--- config.mk ---
export PLATFORM = sky130hd
export DESIGN_NAME = activation_unit
export DESIGN_NICKNAME = d
export VERILOG_FILES = /design/src/rtl/act_pkg.sv /design/src/rtl/act_lane.sv /design/src/rtl/activation_unit.sv
export SDC_FILE = /design/constraint.sdc
export NUM_CORES = 1
export LEC_CHECK = 0
export BUFFER_PORTS_ARGS = -buffer_cell sky130_fd_sc_hd__buf_2
export CAP_MARGIN = 20
export CORE_MARGIN = 2
export CORE_UTILIZATION = 57
export CTS_CLUSTER_DIAMETER = 120
export DETAILED_ROUTE_END_ITERATION = 16
export PLACE_DENSITY = 0.83
export REMOVE_ABC_BUFFERS = 1
export SYNTH_ARGS = -nofsm -noshare
export SYNTH_HDL_FRONTEND = slang
export SYNTH_HIERARCHICAL = 1
export SYNTH_SLANG_ARGS = --single-unit
--- constraint.sdc ---
create_clock -name clk -period 4.1 [get_ports clk]
set_clock_uncertainty 0.05 [all_clocks]
set_input_delay 0.205 -clock clk [delete_from_list [all_inputs] [get_ports clk]]
set_output_delay 0.205 -clock clk [all_outputs]
set_load 0.05 [all_outputs]
--- src/rtl/act_pkg.sv ---
// Shared definitions for the activation unit: mode encodings and fixed widths.
package act_pkg;

  localparam int unsigned MODE_W  = 2;
  localparam int unsigned SHIFT_W = 5;

  typedef enum logic [MODE_W-1:0] {
    ACT_BYPASS = 2'd0,
    ACT_RELU   = 2'd1,
    ACT_CLIP   = 2'd2,
    ACT_LEAKY  = 2'd3
  } act_mode_e;

endpackage

--- src/rtl/act_lane.sv ---
// Single-lane activation function, purely combinational.
// Optional feature macro: ACT_LEAKY_EN (leaky mode; otherwise mode 3 behaves as ReLU).
// Ports:
//   i_mode       activation select
//   i_x          signed input element
//   i_clip_max   clip upper bound (negative bound clamps to zero)
//   i_leak_shift negative-slope shift for leaky mode
//   o_y_c        activated element
//   o_zero_c     input was negative and output is zero
module act_lane
  import act_pkg::*;
#(
  parameter int unsigned DATA_WIDTH = 32
) (
  input  act_mode_e                      i_mode,
  input  logic signed [DATA_WIDTH-1:0]   i_x,
  input  logic signed [DATA_WIDTH-1:0]   i_clip_max,
  input  logic        [SHIFT_W-1:0]      i_leak_shift,
  output logic signed [DATA_WIDTH-1:0]   o_y_c,
  output logic                           o_zero_c
);

  logic                         w_neg;
  logic signed [DATA_WIDTH-1:0] w_clip_hi;

  assign w_neg     = i_x[DATA_WIDTH-1];
  assign w_clip_hi = i_clip_max[DATA_WIDTH-1] ? '0 : i_clip_max;

`ifndef ACT_LEAKY_EN
  logic w_unused_shift;
  assign w_unused_shift = ^i_leak_shift;
`endif

  // Element function selected by mode
  always_comb begin
    o_y_c = i_x;
    unique case (i_mode)
      ACT_BYPASS: o_y_c = i_x;
      ACT_RELU:   if (w_neg) o_y_c = '0;
      ACT_CLIP: begin
        if (w_neg)                 o_y_c = '0;
        else if (i_x > w_clip_hi)  o_y_c = w_clip_hi;
      end
      ACT_LEAKY: begin
`ifdef ACT_LEAKY_EN
        if (w_neg) o_y_c = i_x >>> i_leak_shift;
`else
        if (w_neg) o_y_c = '0;
`endif
      end
      default: o_y_c = i_x;
    endcase
  end

  // A negative leaky result is never zero, so this flag only fires for forced zeros
  assign o_zero_c = w_neg && (o_y_c == '0);

endmodule

--- src/rtl/activation_unit.sv ---
// Two-stage valid/ready activation pipeline over LANES signed elements, with a
// saturating count of lanes forced to zero.
// Optional feature macro: ACT_LEAKY_EN (enables leaky mode 3; otherwise mode 3 = ReLU
// and leak_shift is ignored).
// Ports:
//   clk, rst_n                 clock, async active-low reset
//   mode, clip_max, leak_shift per-beat configuration, sampled with the input beat
//   in_valid/in_ready/in_data  input beat stream
//   out_valid/out_ready/out_data output beat stream
//   cnt_clr, zero_cnt          synchronous counter clear, forced-zero lane count
module activation_unit
  import act_pkg::*;
#(
  parameter int unsigned DATA_WIDTH = 32,
  parameter int unsigned LANES      = 4,
  parameter int unsigned CNT_WIDTH  = 32
) (
  input  logic                          clk,
  input  logic                          rst_n,
  input  logic [MODE_W-1:0]             mode,
  input  logic [DATA_WIDTH-1:0]         clip_max,
  input  logic [SHIFT_W-1:0]            leak_shift,
  input  logic                          in_valid,
  output logic                          in_ready,
  input  logic [LANES*DATA_WIDTH-1:0]   in_data,
  output logic                          out_valid,
  input  logic                          out_ready,
  output logic [LANES*DATA_WIDTH-1:0]   out_data,
  input  logic                          cnt_clr,
  output logic [CNT_WIDTH-1:0]          zero_cnt
);

  localparam int unsigned BUS_W = LANES * DATA_WIDTH;
  localparam int unsigned ZW    = $clog2(LANES + 1);
  localparam int unsigned SUM_W = CNT_WIDTH + 1;

  logic                  r_s1_valid;
  logic [BUS_W-1:0]      r_s1_data;
  act_mode_e             r_s1_mode;
  logic [DATA_WIDTH-1:0] r_s1_clip;
  logic [SHIFT_W-1:0]    w_s1_shift;

  logic                  r_out_valid;
  logic [BUS_W-1:0]      r_out_data;
  logic [ZW-1:0]         r_out_zeros;
  logic [CNT_WIDTH-1:0]  r_zero_cnt;

  logic                  w_s2_adv;
  logic                  w_s1_adv;
  logic [BUS_W-1:0]      w_y;
  logic [LANES-1:0]      w_zero;
  logic [ZW-1:0]         w_zero_sum;
  logic [SUM_W-1:0]      w_cnt_sum;
  logic [CNT_WIDTH-1:0]  w_cnt_next;

  // Output stage moves when empty or draining; stage 1 also fills when it is a bubble
  assign w_s2_adv  = !r_out_valid || out_ready;
  assign w_s1_adv  = w_s2_adv || !r_s1_valid;
  assign in_ready  = w_s1_adv;
  assign out_valid = r_out_valid;
  assign out_data  = r_out_data;
  assign zero_cnt  = r_zero_cnt;

  // Stage 1: capture beat and its configuration
  always_ff @(posedge clk or negedge rst_n) begin
    if (!rst_n) begin
      r_s1_valid <= 1'b0;
      r_s1_data  <= '0;
      r_s1_mode  <= ACT_BYPASS;
      r_s1_clip  <= '0;
    end else if (w_s1_adv) begin
      r_s1_valid <= in_valid;
      if (in_valid) begin
        r_s1_data <= in_data;
        r_s1_mode <= act_mode_e'(mode);
        r_s1_clip <= clip_max;
      end
    end
  end

`ifdef ACT_LEAKY_EN
  logic [SHIFT_W-1:0] r_s1_shift;

  always_ff @(posedge clk or negedge rst_n) begin
    if (!rst_n)                      r_s1_shift <= '0;
    else if (w_s1_adv && in_valid)   r_s1_shift <= leak_shift;
  end

  assign w_s1_shift = r_s1_shift;
`else
  logic w_unused_shift;
  assign w_unused_shift = ^leak_shift;
  assign w_s1_shift     = SHIFT_W'(0);
`endif

  // Per-lane element function
  for (genvar gi = 0; gi < LANES; gi++) begin : g_lane
    act_lane #(
      .DATA_WIDTH (DATA_WIDTH)
    ) u_lane (
      .i_mode       (r_s1_mode),
      .i_x          (r_s1_data[gi*DATA_WIDTH +: DATA_WIDTH]),
      .i_clip_max   (r_s1_clip),
      .i_leak_shift (w_s1_shift),
      .o_y_c        (w_y[gi*DATA_WIDTH +: DATA_WIDTH]),
      .o_zero_c     (w_zero[gi])
    );
  end

  // Number of forced-zero lanes in the stage-1 beat
  always_comb begin
    w_zero_sum = '0;
    for (int unsigned i = 0; i < LANES; i++) begin
      w_zero_sum = w_zero_sum + ZW'(w_zero[i]);
    end
  end

  // Stage 2: registered output, held while stalled
  always_ff @(posedge clk or negedge rst_n) begin
    if (!rst_n) begin
      r_out_valid <= 1'b0;
      r_out_data  <= '0;
      r_out_zeros <= '0;
    end else if (w_s2_adv) begin
      r_out_valid <= r_s1_valid;
      if (r_s1_valid) begin
        r_out_data  <= w_y;
        r_out_zeros <= w_zero_sum;
      end
    end
  end

  // Saturating add: carry out of the counter width pins it at all-ones
  assign w_cnt_sum  = {1'b0, r_zero_cnt} + SUM_W'(r_out_zeros);
  assign w_cnt_next = w_cnt_sum[CNT_WIDTH] ? '1 : w_cnt_sum[CNT_WIDTH-1:0];

  // Clear has priority over the handshake increment
  always_ff @(posedge clk or negedge rst_n) begin
    if (!rst_n)                         r_zero_cnt <= '0;
    else if (cnt_clr)                   r_zero_cnt <= '0;
    else if (r_out_valid && out_ready)  r_zero_cnt <= w_cnt_next;
  end

endmodule
==> impl_metrics.json <==
{
  "status": "finished clean",
  "total_power_w": 0.0133,
  "detail_route.wl_per_cell_um": 23.1,
  "root_buffer": "clkbuf_16",
  "antenna_found_initial": 3,
  "grt_pass1_wl_um": 88300,
  "worst_pin_slew_ps": 1130,
  "design_area_um2": 23800,
  "finalNonFillerCells": 2439,
  "setup_ws_ps": 362,
  "initialDrtViolationCount": 911,
  "dieArea_um2": 34700,
  "path_max_fanout": 43,
  "io_buffer_count": 328,
  "nets": 2272,
  "setup_tns_ps": 0,
  "min_path_type": "input pin to flop",
  "drt_wl_total_um": 56400,
  "grt-ovfl-total": 0,
  "relSlewSlack": 0.243,
  "netlist_area_um2": 19000,
  "worst_setup_path_end_kind": "flop",
  "r2r_start": "r_s1_clip[31]",
  "die_y_um": 186,
  "cts_buffers": 38,
  "critPathLaunchType": "flop",
  "place_congestion": 0.911,
  "rsz0062_at_grt": "no",
  "area_growth_syn_to_layout_pct": 25.6,
  "num_io_pins": 334,
  "via_per_inst": 6.05,
  "cts_setup_buffers": 0,
  "p_leak_nw": 10.7,
  "numClockSinks": 327,
  "postSynthCellCount": 1490,
  "power_density_nw_per_um2": 560,
  "ctsHtreeMaxLevel": 2,
  "ant_nets": 0,
  "clk_latency_ps": 520,
  "cp.arrival_ps": 4080,
  "placed_area_um2": 21000,
  "preCtsSetupSlack_ps": 482,
  "hold_viol": 0,
  "start_util": 0.581,
  "syn_avg_cell_area_um2": 12.7,
  "grt_max_degree": 168,
  "layout-drive-gt1-share": 0.437,
  "criticalPathCategory": "flop to flop",
  "die_w_um": 186,
  "setup_viol": 0,
  "post-place-cells": 2206,
  "min_from": "out_ready",
  "vias": 14767,
  "cts_buffer_depth": 3,
  "track_usage": 0.320,
  "critPathLaunch": "r_s1_clip[31]",
  "grt_pass1_vias": 15648,
  "critPathRequiredTime_ps": 4450,
  "dr.pass1.iters": 5,
  "hpwl_um": 36100,
  "num_rows": 66,
  "max_freq_ghz": 0.267,
  "peakVddDrop_mv": 0.485,
  "ys_warn_count": 6,
  "cts_resized": 0,
  "drc": 0,
  "max_cap_viol_count": 0,
  "clk_pin_slew_worst_paths_ps": 60,
  "min_period_ps": 3740,
  "slew_viol_final": 0,
  "tritoncts": "yes",
  "core_area_um2": 32600,
  "fin_crit_sh": 0.912,
  "fillers": 2063
}
## state kept, by name (all words and copies together) (netlist names)
| register | flops |
|---|---|
| r_out_zeros | 3 |
| r_s1_valid | 1 |
| zero_cnt | 32 |
| out_data | 128 |
| r_s1_clip | 32 |
| r_s1_mode | 2 |
| out_valid | 1 |
| r_s1_data | 128 |
## layout make-up
class                           count  area, um2  area share
Tap cell                          442        553      0.0232
Clock buffer                       56       1100      0.0462
Antenna cell                        4       10.0    0.000420
Timing Repair Buffer              515       3590       0.151
Inverter                           22       82.6     0.00347
Clock inverter                      8       71.3     0.00300
Sequential cell                   327       8180       0.344
Multi-Input combinational cell   1065      10200       0.429
## report_power, final
group | leakage (nW) | switching (W) | internal (W)
Sequential | 4.02 | 0.000651 | 0.00393
Clock | 0.575 | 0.00134 | 0.00191
Combinational | 6.10 | 0.00352 | 0.00198
Total | 10.7 | 0.00551 | 0.00782
## critical path: stages, from the launching register on
cell and delay [ps]:
dfrtp_2 580, buf_12 260, buf_4 230, nand2b_1 190, ha_1 340, nand4_1 190, nor4_4 470, nand2_2 140
a31oi_4 260, o21ai_4 60, buf_4 310, o2bb2ai_2 210, mux2_2 270
## layout by cell type, fill, tap and decap left out, types with 6 or more instances in the layout
master and n:
a211oi_1 8, a21oi_1 59, a221oi_1 6, a31o_2 6, a31oi_1 8, and3_1 6
and4_1 7, buf_12 8, buf_2 327, buf_4 14, clkbuf_1 11, clkbuf_16 39
clkbuf_8 6, dfrtp_1 326, dlygate4sd3_1 164, ha_1 129, inv_1 22, mux2_2 294
nand2_1 43, nand2b_1 131, nand3_1 15, nand4_1 27, nor2_1 43, nor2b_1 6
nor3_1 22, nor4_1 15, o21ai_0 24, o21ai_4 8, o2bb2ai_2 120
## worst paths after layout
| check | cells after the start | slack, ps | endpoint |
|---|---|---|---|
| max | 12 | 360 | out_data[40] |
| min | 3 | 30 | out_valid |
| max reg2reg | 12 | 360 | out_data[40] |
| min reg2reg | 1 | 450 | out_data[45] |
| max in group asynchronous | 3 | 2590 | zero_cnt[20] |
| min in group asynchronous | 2 | 140 | out_data[71] |
## routing by layer
layer  vias up  routed length (um)  track usage
met2       649               28000        0.550
met4         0                2470        0.131
met5         -                   0            0
li1       6570                   -            -
met3       148                3800       0.0544
met1      7400               22100        0.403
## timing repair
action                     4_1_cts  5_1_grt
setup endpoints to repair        0        0
hold endpoints to repair       212        0
hold buffers                   164        0
## through the flow
stage / utilization / hold WS [ps]
2_1_floorplan: - / -141
3_3_place_gp: 0.643 / 85.2
3_5_place_dp: 0.643 / 82.6
4_1_cts: 0.729 / 9.45
5_1_grt: 0.730 / 55.8
6_report: 0.730 / 30.8
Power figures use the tool's default switching activity.
